$ cat src/rtl/fir_decim_avl.sv
// Avalon-ST payload decimator placed after the low-pass FIR packet unit.
// Header and trailer words pass through unchanged; payload keeps one sample in every FACTOR.
//
// state   | meaning
// IDLE    | waiting for a SOP beat
// HEADER  | forwarding header words
// PAYLOAD | decimating payload samples until EOP
// RESYNC  | synthetic trailer pushed, pending SOP beat still to be pushed
module fir_decim_avl #(
   parameter int FACTOR       = 2,
   parameter int DATA_WIDTH   = 16,
   parameter int HEADER_WORDS = 2
) (
   input  logic                  clk,
   input  logic                  reset,
   output logic                  data_input_ready,
   input  logic                  data_input_valid,
   input  logic                  data_input_startofpacket,
   input  logic                  data_input_endofpacket,
   input  logic [DATA_WIDTH-1:0] data_input_data,
   input  logic                  data_output_ready,
   output logic                  data_output_valid,
   output logic                  data_output_startofpacket,
   output logic                  data_output_endofpacket,
   output logic [DATA_WIDTH-1:0] data_output_data,
   output logic [15:0]           kept_count,
   output logic                  protocol_error
);

   typedef enum logic [1:0] {IDLE, HEADER, PAYLOAD, RESYNC} state_t;

   localparam logic [7:0] PHASE_LAST = 8'(FACTOR - 1);
   localparam logic [3:0] HDR_LAST   = 4'(HEADER_WORDS);
   localparam state_t     AFTER_SOP  = (HEADER_WORDS > 1) ? HEADER : PAYLOAD;
   localparam int         EW         = DATA_WIDTH + 2;

   state_t                state;
   logic [3:0]            hdr_cnt;
   logic [7:0]            phase;
   logic [15:0]           kcnt;
   logic [DATA_WIDTH-1:0] pend_data;
   logic                  pend_eop;

   // skid buffer entries are {sop, eop, data}; ent0 is the head driven onto the source
   logic [EW-1:0]         ent0, ent1;
   logic [1:0]            count, count_nxt;

   logic                  accept, pop, push, err, resync_nxt, start_pkt, start_eop;
   logic [EW-1:0]         push_ent;
   logic [3:0]            hdr_inc;

   assign accept  = data_input_valid & data_input_ready;
   assign pop     = data_output_valid & data_output_ready;
   assign hdr_inc = hdr_cnt + 4'd1;

   assign data_output_valid = (count != 2'd0);
   assign {data_output_startofpacket, data_output_endofpacket, data_output_data} = ent0;

   always_comb begin
      push     = 1'b0;
      push_ent = '0;
      err      = 1'b0;
      case (state)
         IDLE: begin
            if (accept) begin
               if (data_input_startofpacket) begin
                  push     = 1'b1;
                  push_ent = {1'b1, data_input_endofpacket, data_input_data};
               end else begin
                  err = 1'b1;
               end
            end
         end
         HEADER, PAYLOAD: begin
            if (accept) begin
               if (data_input_startofpacket) begin
                  push     = 1'b1;
                  push_ent = {1'b0, 1'b1, {DATA_WIDTH{1'b1}}};
                  err      = 1'b1;
               end else if (data_input_endofpacket) begin
                  push     = 1'b1;
                  push_ent = {1'b0, 1'b1, data_input_data};
               end else if (state == HEADER || phase == 8'd0) begin
                  push     = 1'b1;
                  push_ent = {1'b0, 1'b0, data_input_data};
               end
            end
         end
         RESYNC: begin
            if (count != 2'd2 || pop) begin
               push     = 1'b1;
               push_ent = {1'b1, pend_eop, pend_data};
            end
         end
         default: ;
      endcase
   end

   always_comb begin
      count_nxt = count;
      case ({push, pop})
         2'b10:   count_nxt = count + 2'd1;
         2'b01:   count_nxt = count - 2'd1;
         default: count_nxt = count;
      endcase
   end

   // a pending resync push needs a free slot, so input stays stalled until it lands
   assign resync_nxt = ((state == HEADER || state == PAYLOAD) && accept && data_input_startofpacket)
                       || (state == RESYNC && !push);
   assign start_pkt  = (state == IDLE && accept && data_input_startofpacket) || (state == RESYNC && push);
   assign start_eop  = (state == RESYNC) ? pend_eop : data_input_endofpacket;

   always_ff @(posedge clk or posedge reset) begin
      if (reset) begin
         state            <= IDLE;
         hdr_cnt          <= '0;
         phase            <= '0;
         kcnt             <= '0;
         pend_data        <= '0;
         pend_eop         <= 1'b0;
         kept_count       <= '0;
         protocol_error   <= 1'b0;
         data_input_ready <= 1'b0;
      end else begin
         protocol_error   <= err;
         data_input_ready <= !resync_nxt && (count_nxt != 2'd2);
         if (start_pkt) begin
            hdr_cnt <= 4'd1;
            phase   <= '0;
            kcnt    <= '0;
            state   <= start_eop ? IDLE : AFTER_SOP;
         end else if (accept && (state == HEADER || state == PAYLOAD)) begin
            if (data_input_startofpacket) begin
               pend_data <= data_input_data;
               pend_eop  <= data_input_endofpacket;
               state     <= RESYNC;
            end else if (data_input_endofpacket) begin
               if (state == PAYLOAD) kept_count <= kcnt;
               state <= IDLE;
            end else if (state == HEADER) begin
               hdr_cnt <= hdr_inc;
               if (hdr_inc == HDR_LAST) begin
                  state <= PAYLOAD;
                  phase <= '0;
                  kcnt  <= '0;
               end
            end else begin
               if (phase == 8'd0 && kcnt != 16'hFFFF) kcnt <= kcnt + 16'd1;
               phase <= (phase == PHASE_LAST) ? 8'd0 : phase + 8'd1;
            end
         end
      end
   end

   always_ff @(posedge clk or posedge reset) begin
      if (reset) begin
         ent0  <= '0;
         ent1  <= '0;
         count <= '0;
      end else begin
         count <= count_nxt;
         case ({push, pop})
            2'b10: begin
               if (count == 2'd0) ent0 <= push_ent;
               else               ent1 <= push_ent;
            end
            2'b01: ent0 <= ent1;
            2'b11: begin
               if (count == 2'd1) begin
                  ent0 <= push_ent;
               end else begin
                  ent0 <= ent1;
                  ent1 <= push_ent;
               end
            end
            default: ;
         endcase
      end
   end

endmodule

$ cat config.mk
export PLATFORM = sky130hd
export DESIGN_NAME = fir_decim_avl
export DESIGN_NICKNAME = d
export VERILOG_FILES = /design/src/rtl/fir_decim_avl.sv
export SDC_FILE = /design/constraint.sdc
export NUM_CORES = 1
export LEC_CHECK = 0
export CORE_UTILIZATION = 63
export DETAILED_ROUTE_END_ITERATION = 10
export DONT_BUFFER_PORTS = 1
export PLACE_DENSITY = 0.79
export SLEW_MARGIN = 20
export SYNTH_ARGS = -nofsm -noshare
export SYNTH_HDL_FRONTEND = slang
export SYNTH_SLANG_ARGS = --single-unit
$ cat constraint.sdc
create_clock -name clk -period 4.3 [get_ports clk]
set_input_delay 0.645 -clock clk [delete_from_list [all_inputs] [get_ports clk]]
set_output_delay 0.645 -clock clk [all_outputs]
set_load 0.1 [all_outputs]
==> flow_metrics.tcl, run 1 <==
set metrics [dict create \
    outcome "finished, final reports clean" \
    cts.repair.resized 0 \
    reg2reg_depth 7 \
    routedWlPerCell_microns 18.3 \
    worstReg2RegEnd "kept_count[4]" \
    critical_path_peak_fanout 21 \
    fmax_mhz 294 \
    wire_length_of_the_first_global_routing_pass_mm 19.6 \
    vias_after_detailed_routing 4345 \
    wl_mm 11.8 \
    power.leakage_nw 2.44 \
    synth_fp_nets 591 \
    hold_violations 0 \
    drt_iter0_markers 225 \
    fin_area_sq_um 5790 \
    grt_max_degree 73 \
    die-height_microns 96.1 \
    cp-startpoint "state[1]" \
    clk_latency_ns 0.37 \
    grt_use_total 0.275 \
    mappedNetlistArea_sq_um 5580 \
    post-route-worst-setup-slack_ns 0.896 \
    cell_type_with_the_largest_total_area_after_synthesis "dfrtp_1" \
    final_slew_violations 0 \
    number_of_vias_per_cell_after_detailed_routing 6.74 \
    stdcell_count 645 \
    dpl.hpwl_mm 8.05 \
    finish.net_count 574 \
    synth_simple_gate_area_share 0.130 \
    synth_xor_xnor_area_share 0.00471 \
    critical_path.startpoint_type "flop" \
    synth-compound-area-share 0.235 \
    detailed_place.area_sq_um 5600 \
    io_buffer_count 0 \
    dp.cells 629 \
    num_antenna_cells 0 \
    post_synth_fa_ha_maj_area_fraction 0.0381 \
    dp_worst_setup_slack_ns 0.911 \
    finalCritPeriodShare 0.792 \
    worstPathArrival_ns 3.67 \
    cp-end-kind "flop" \
    cts_hold_repair.buffers 0 \
    fp.dieArea_sq_um 9240 \
    hold_ws_ns 0.315 \
    async_set_reset_flop_share_out_of_synthesis 1.00 \
    dominantRegCellSynth "dfrtp_1" \
    path_clk_slew_ns 0.11 \
    synthesis.instances 552 \
    power-per-cell-area_nw_per_um2 731 \
    skew_ns 0.0178 \
    ios 59 \
    min_period_ns 3.40 \
    fill_cells 633 \
    post_cts.repair.setup_buffers 0 \
    ys_ff_latch 103 \
    leading_cell_type_in_the_layout_fill_and_taps_excluded "dfrtp_1" \
    avgSynthCellArea_sq_um 10.1 \
    ant_nets 0 \
    synth_top_area_frac 0.462 \
    drtPass1Iterations 6 \
    worstPathRequired_ns 4.56 \
    endpoint "kept_count[4]" \
    maxCapViolations 0 \
    reg2reg_setup_slack_ns 0.90 \
    tritoncts "built" \
    post_route_cells_drive_above_1_share 0.150 \
    post_synth_mux_area_share 0.0827 \
    netlist_top_cells_area "dfrtp_1 (46%), o211ai_1 (6.9%), mux2_2 (4.8%), ha_1 (3.8%), a21oi_1 (3.7%)" \
    synth_top_family_by_area "compound AO/OA/AOI/OAI gates" \
    htree_levels 3 \
    num_clock_sinks 103 \
    placement_rows 33 \
    place.gp.congestion 0.842 \
    cts_max_path_buffers 2 \
    initial_core_util 0.666 \
    max-vdd-ir-drop_mv 0.392 \
    floorplan.core_area_sq_um 8380 \
    chipWidth_microns 96.1 \
    finalSetupViolations 0 \
    area.growth.synth_to_final_pct 3.72 \
    timing.slew.headroom 0.320 \
    drc_errors 0 \
    unrepaired_setup_endpoints_after_global_routing "no" \
    critical_setup_path_class "flop to flop" \
    ys_types 60 \
    post_synth_edffs 0 \
    hold_path_class "primary input to asynchronous set/reset pin" \
    synthesis.yosys.warnings 0 \
    fin_tns_setup_ns 0 \
    synth_seq_area_share 0.462 \
    numCtsBuffers 9 \
    layout.cells.most_common_list "dfrtp_1 (103), o211ai_1 (51), nand2_1 (47), a21oi_1 (41), o21ai_0 (39)" \
    first_global_vias 4115 \
    antenna_violations_before_repair 0 \
    overflow 0 \
    worst_slew_pin_slew_ns 1.02 \
    ctsRootBufferMaster "clkbuf_8" \
    rr_startpoint "state[1]" \
]
-- area by class of cell --
cell class | count | area, sq um | area share
Multi-Input combinational cell | 392 | 2750 | 0.474
Sequential cell | 103 | 2580 | 0.445
Clock buffer | 10 | 138 | 0.0238
Tap cell | 105 | 131 | 0.0227
Inverter | 20 | 77.6 | 0.0134
Timing Repair Buffer | 9 | 67.6 | 0.0117
Clock inverter | 6 | 50.0 | 0.00865
-- cells in the mapped netlist (all sizes together), types with 3 or more instances --
cell type,n
a21oi,42
a22oi,18
a31oi,5
and2,3
and3,14
buf,14
clkbuf,23
dfrtp,103
ha,17
inv,19
mux2,35
mux2i,3
nand2,48
nand3,12
nand4,7
nor2,17
nor3,9
nor4,4
o211ai,52
o21ai,52
o31ai,12
or4,15
-- logic make-up (layout without fill, tap and decap cells) --
logic type | count (synthesis) | count (layout)
AOI/OAI and AO/OA | 196 | 196
xor gates and xnor gates | 3 | 3
adders and majority gates | 17 | 17
buffers and inverters | 57 | 45
DFF | 103 | 103
muxes | 38 | 38
and+or+nand+nor | 138 | 138
-- power breakdown --
| part | switching, mW | internal (mW) |
|---|---|---|
| Clock | 0.342 | 0.235 |
| Sequential | 0.620 | 1.21 |
| Combinational | 1.18 | 0.644 |
| Total | 2.14 | 2.09 |
-- flip-flops by register name, summed over array words and instances (netlist names) --
| register | flops |
|---|---|
| hdr_cnt | 4 |
| count | 2 |
| data_input_ready | 1 |
| ent0 | 18 |
| ent1 | 18 |
| phase | 8 |
| pend_eop | 1 |
| kept_count | 16 |
| kcnt | 16 |
| state | 2 |
| pend_data | 16 |
| protocol_error | 1 |
-- how the worst min path moves through the flow --
| stage | start | endpoint | slack [ns] | cells past startpoint |
|---|---|---|---|---|
| final | reset | kept_count[3] | 0.32 | 1 |
| after global routing | reset | pend_data[1] | 0.39 | 1 |
| after CTS | reset | kept_count[3] | 0.34 | 1 |
| after detailed placement | ent1[14] | ent1[14] | 0.47 | 2 |
| after global placement | ent1[16] | ent1[16] | 0.46 | 2 |
| after floorplan | ent1[10] | ent1[10] | 0.45 | 2 |
-- through the flow --
stage	power, mW	utilization
2_1_floorplan	3.31	-
3_3_place_gp	3.60	0.668
3_5_place_dp	3.66	0.668
4_1_cts	4.23	0.691
5_1_grt	4.53	0.691
6_report	4.23	0.691
-- metal layers --
layer  global-route usage  up-vias  share of wire
li1                     -     2041              -
met1                0.361     2135           0.44
met2                0.450      146           0.49
met3               0.0545       23          0.059
met4                0.106        0          0.019
met5                    0        -              0
-- worst max-delay path, cell delays in order, from the launching register on --
cell and delay (ns):
dfrtp_1 0.40, inv_1 0.07, ha_1 0.33, nor3_1 0.19, o41a_1 0.78, o211ai_2 0.30, a21oi_2 0.80, mux2_2 0.42
(Power assumes the default switching activity.)
==> inputs of run 2 (changes only) <==
--- a/config.mk
+++ b/config.mk
@@ -5,10 +5,10 @@
 export SDC_FILE = /design/constraint.sdc
 export NUM_CORES = 1
 export LEC_CHECK = 0
-export CORE_UTILIZATION = 63
+export CORE_UTILIZATION = 58
 export DETAILED_ROUTE_END_ITERATION = 10
 export DONT_BUFFER_PORTS = 1
-export PLACE_DENSITY = 0.79
+export PLACE_DENSITY = 0.76
 export SLEW_MARGIN = 20
 export SYNTH_ARGS = -nofsm -noshare
 export SYNTH_HDL_FRONTEND = slang
==> constraint.sdc (replaced) <==
create_clock -name clk -period 2.9 [get_ports clk]
set_input_delay 0.435 -clock clk [delete_from_list [all_inputs] [get_ports clk]]
set_output_delay 0.435 -clock clk [all_outputs]
set_load 0.1 [all_outputs]
==> flow_metrics.tcl, run 2 (synthesis results as in run 1) <==
set metrics [dict create \
    leading_cell_type_in_the_layout_fill_and_taps_excluded "dfrtp_1" \
    max_stage_delay_ns 0.68 \
    critical_path.startpoint_type "flop" \
    io_buffer_count 0 \
    dpl.hpwl_mm 8.80 \
    antenna_violations_before_repair 0 \
    fmax_mhz 364 \
    hold_ws_ns 0.0182 \
    power-per-cell-area_nw_per_um2 1080 \
    ios 59 \
    overflow 0 \
    drt_iter0_markers 216 \
    clk_latency_ns 0.36 \
    max-vdd-ir-drop_mv 0.512 \
    hold_path_class "primary input to asynchronous set/reset pin" \
    power.leakage_nw 2.57 \
    power.share.switching 0.501 \
    routedWlPerCell_microns 18.4 \
    path_cells "or4_4 -> o41a_1 -> buf_4 -> a221o_1 -> a22oi_1 -> o21ai_0" \
    first_global_vias 4326 \
    num_clock_sinks 103 \
    finalSetupViolations 0 \
    dp.cells 679 \
    ant_nets 0 \
    chipWidth_microns 100 \
    vias_after_detailed_routing 4447 \
    grt_use_total 0.262 \
    timing.slew.headroom 0.304 \
    htree_levels 3 \
    hold_violations 0 \
    wl_mm 12.8 \
    final_slew_violations 0 \
    ctsRootBufferMaster "clkbuf_8" \
    reg2reg_setup_slack_ns 0.15 \
    wire_length_of_the_first_global_routing_pass_mm 21.0 \
    drc_errors 0 \
    layout.cells.most_common_list "dfrtp_1 (102), o211ai_1 (51), nand2_1 (46), a21oi_1 (41), o21ai_0 (39)" \
    overall_power_mw 6.59 \
    critical_path_peak_fanout 20 \
    skew_ns 0.0154 \
    area.growth.synth_to_final_pct 9.48 \
    fraction_of_power_consumed_by_combinational_cells 0.461 \
    drtPass1Iterations 5 \
    grt_max_degree 57 \
    number_of_vias_per_cell_after_detailed_routing 6.40 \
    slowest_stage "a221o_1" \
    tritoncts "built" \
    worstPathRequired_ns 3.12 \
    unrepaired_setup_endpoints_after_global_routing "no" \
    share_clk_of_total_power 0.128 \
    place.gp.congestion 0.886 \
    fin_area_sq_um 6110 \
    seq_power_share 0.411 \
    post-route-worst-setup-slack_ns 0.154 \
    worstPathArrival_ns 2.96 \
    num_antenna_cells 0 \
    worst_slew_pin_slew_ns 1.04 \
    maxCapViolations 0 \
    floorplan.core_area_sq_um 9280 \
    fin_tns_setup_ns 0 \
    post_route_cells_drive_above_1_share 0.208 \
    fp.dieArea_sq_um 10000 \
    critPathBufInv 1 \
    cp-end-kind "flop" \
    finish.net_count 601 \
    path_clk_slew_ns 0.11 \
    die-height_microns 100 \
    critical-path-top-delay-family "compound AO/OA/AOI/OAI gates" \
    dp_worst_setup_slack_ns -0.178 \
    numCtsBuffers 9 \
    post-route-util 0.658 \
    layout_top_registers "ent0 x18, ent1 x18" \
    placement_rows 35 \
    post_cts.repair.setup_buffers 0 \
    min_period_ns 2.75 \
    stdcell_count 695 \
    critical_setup_path_class "flop to flop" \
    outcome "finished, final reports clean" \
    detailed_place.area_sq_um 5900 \
    p_switching_mw 3.30 \
    cts_max_path_buffers 2 \
    initial_core_util 0.601 \
    p_int_mw 3.29 \
    finalCritPeriodShare 0.947 \
]
==> run 2: cell count changes in the layout (fill, tap and decap cells not counted), moves of 2 or more <==
| cell | change |
|---|---|
| buf_4 | +24 |
| inv_1 | -3 |
| buf_12 | +2 |
| clkinvlp_4 | +2 |
| ha_1 | -2 |
| inv_2 | +2 |
| nor2b_1 | -2 |
| o21ai_4 | +2 |
==> run 2: final timing paths <==
check | start | cells after the start | to
min reg2reg | ent1[16] | 2 | ent1[16]
max reg2reg | phase[7] | 6 | ent0[10]
min in group clk | data_input_data[5] | 1 | pend_data[5]
min | reset | 1 | pend_data[13]
max | phase[7] | 6 | ent0[10]
max in group asynchronous | reset | 2 | ent1[16]
==> run 2: layer usage <==
metal | track usage | vias to the layer above | part of all wire
met5 | 0 | - | 0
met4 | 0.0680 | 0 | 0.015
met3 | 0.0487 | 16 | 0.056
met2 | 0.445 | 140 | 0.50
met1 | 0.349 | 2193 | 0.43
li1 | - | 2098 | -
==> run 2: what timing repair did <==
item,in CTS,in global routing
resized for setup,1,4
hold buffers,0,0
cloned,0,1
endpoints found under the setup margin,18,30
pin swaps,0,2
==> run 2: worst reg2reg max path, stage by stage (launching register included) <==
cell	delay [ns]
dfrtp_1	0.39
or4_4	0.53
o41a_1	0.38
buf_4	0.24
a221o_1	0.68
a22oi_1	0.27
o21ai_0	0.12
==> run 2: power groups by stage <==
| stage | clock network (mW) | registers, mW | logic, mW |
|---|---|---|---|
| 2_1_floorplan | 0 | 2.72 | 2.27 |
| 3_3_place_gp | 0 | 2.71 | 2.84 |
| 3_5_place_dp | 0 | 2.74 | 2.94 |
| 4_1_cts | 0.865 | 2.71 | 2.96 |
| 5_1_grt | 0.912 | 2.76 | 3.37 |
| 6_report | 0.842 | 2.71 | 3.04 |
==> run 2: layout make-up <==
cell class / instances / area (sq um)
clock buffer: 9 / 124
clock inverter: 6 / 55.1
fill: 741 / 3170
inverter: 20 / 82.6
multi-input combinational: 393 / 2820
sequential: 103 / 2580
tap: 129 / 161
timing repair buffer: 35 / 288
==> inputs of run 3 (changes only) <==
--- a/config.mk
+++ b/config.mk
@@ -9,6 +9,8 @@
 export DETAILED_ROUTE_END_ITERATION = 10
 export DONT_BUFFER_PORTS = 1
 export PLACE_DENSITY = 0.76
+export REMOVE_ABC_BUFFERS = 1
+export SKIP_CTS_REPAIR_TIMING = 1
 export SLEW_MARGIN = 20
 export SYNTH_ARGS = -nofsm -noshare
 export SYNTH_HDL_FRONTEND = slang
==> flow_metrics.tcl, run 3 (synthesis results as in run 1) <==
set metrics [dict create \
    rr_startpoint "phase[7]" \
    hold_violations 0 \
    timing.slew.headroom 0.377 \
    fin_area_sq_um 6000 \
    io_buffer_count 0 \
    htree_levels 3 \
    finalSetupViolations 0 \
    fmax_mhz 357 \
    ctsRootBufferMaster "clkbuf_8" \
    fp.dieArea_sq_um 10000 \
    outcome "finished, final reports clean" \
    fill_cells 758 \
    drt_iter0_markers 208 \
    num_antenna_cells 0 \
    cts_max_path_buffers 2 \
    skew_ns 0.0108 \
    routed_length_on_met2_mm 6.57 \
    post_route_cells_drive_above_1_share 0.179 \
    hold_path_class "primary input to asynchronous set/reset pin" \
    floorplan.core_area_sq_um 9280 \
    wirelength_met1_mm 5.40 \
    layout_top_registers "ent0 x18, ent1 x18" \
    reg2reg_setup_slack_ns 0.1 \
    min_period_ns 2.80 \
    die-height_microns 100 \
    route.met3.wl_microns 674 \
    num_clock_sinks 103 \
    finish.net_count 594 \
    reg2reg_depth 11 \
    dpl.hpwl_mm 8.54 \
    dp_worst_setup_slack_ns 0.0502 \
    grt_use_total 0.272 \
    worstPathArrival_ns 3.05 \
    numCtsBuffers 9 \
    vias_after_detailed_routing 4464 \
    critical_path_peak_fanout 18 \
    routedWlPerCell_microns 18.6 \
    dp.cells 671 \
    clk_latency_ns 0.37 \
    number_of_vias_per_cell_after_detailed_routing 6.48 \
    tritoncts "built" \
    cp-end-kind "flop" \
    worstReg2RegEnd "ent0[13]" \
    antenna_violations_before_repair 0 \
    maxCapViolations 0 \
    area.growth.synth_to_final_pct 7.51 \
    final_slew_violations 0 \
    wire_length_of_the_first_global_routing_pass_mm 21.7 \
    max-vdd-ir-drop_mv 0.529 \
    power-per-cell-area_nw_per_um2 1090 \
    first_global_vias 4544 \
    ant_nets 0 \
    drtPass1Iterations 5 \
    worstPathRequired_ns 3.15 \
    drc_errors 0 \
    post-route-worst-setup-slack_ns 0.0978 \
    critical_setup_path_class "flop to flop" \
    overflow 0 \
    layout.cells.most_common_list "dfrtp_1 (103), o211ai_1 (51), nand2_1 (47), a21oi_1 (41), o21ai_0 (39)" \
    placement_rows 35 \
    power.leakage_nw 2.53 \
    finalCritPeriodShare 0.966 \
    wl_mm 12.8 \
    ios 59 \
    place.gp.congestion 0.865 \
    grt_max_degree 57 \
    worst_slew_pin_slew_ns 0.934 \
    critical_path.startpoint_type "flop" \
    chipWidth_microns 100 \
    path_clk_slew_ns 0.11 \
    stdcell_count 689 \
    cp-startpoint "phase[7]" \
    leading_cell_type_in_the_layout_fill_and_taps_excluded "dfrtp_1" \
    detailed_place.area_sq_um 5780 \
    maxUsedRoutingLayer "met4" \
    initial_core_util 0.601 \
]
==> run 3: how the worst max path moves through the flow <==
| stage | to | slack [ns] |
|---|---|---|
| 5_1_grt | ent0[17] | -0.02 |
| 4_1_cts | kept_count[0] | 0.03 |
| 2_1_floorplan | ent1[0] | -1.10 |
| 6_report | ent0[13] | 0.1 |
| 3_3_place_gp | ent0[12] | 0.17 |
| 3_5_place_dp | ent0[13] | 0.05 |
==> run 3: layer usage <==
metal,track usage,vias up
li1,-,2081
met1,0.348,2249
met2,0.465,117
met3,0.0474,17
met4,0.103,0
met5,0,-
==> run 3: layout make-up <==
class	count	area, sq um	share of cell area
Timing Repair Buffer	29	243	0.0405
Tap cell	129	161	0.0269
Sequential cell	103	2580	0.430
Multi-Input combinational cell	392	2760	0.460
Clock buffer	10	128	0.0213
Inverter	20	77.6	0.0129
Clock inverter	6	53.8	0.00897
==> run 3: metrics by stage <==
| step | power [mW] | setup TNS [ns] | utilization | hold slack (ns) |
|---|---|---|---|---|
| after floorplan | 4.70 | -77.29 | - | 0.450 |
| after global placement | 5.51 | 0 | 0.623 | 0.427 |
| after detailed placement | 5.63 | 0 | 0.623 | 0.431 |
| after CTS | 6.48 | 0 | 0.643 | 0.0197 |
| after global routing | 6.97 | -0.0178 | 0.646 | 0.0412 |
| final | 6.52 | 0 | 0.646 | 0.00952 |
==> run 3: worst max-delay path: stages (launching register included) <==
cell and delay (ns):
dfrtp_1 0.42, or4_4 0.55, o41a_1 0.39, o211ai_4 0.23
buf_4 0.14, inv_1 0.03, ha_1 0.21, nor2_1 0.11
nor2_1 0.07, buf_12 0.16, a22oi_1 0.22, o21ai_0 0.13
==> run 3: report_power, final <==
part           switching (mW)  internal (mW)
Combinational            1.82           1.13
Clock                   0.519          0.327
Sequential              0.923           1.80
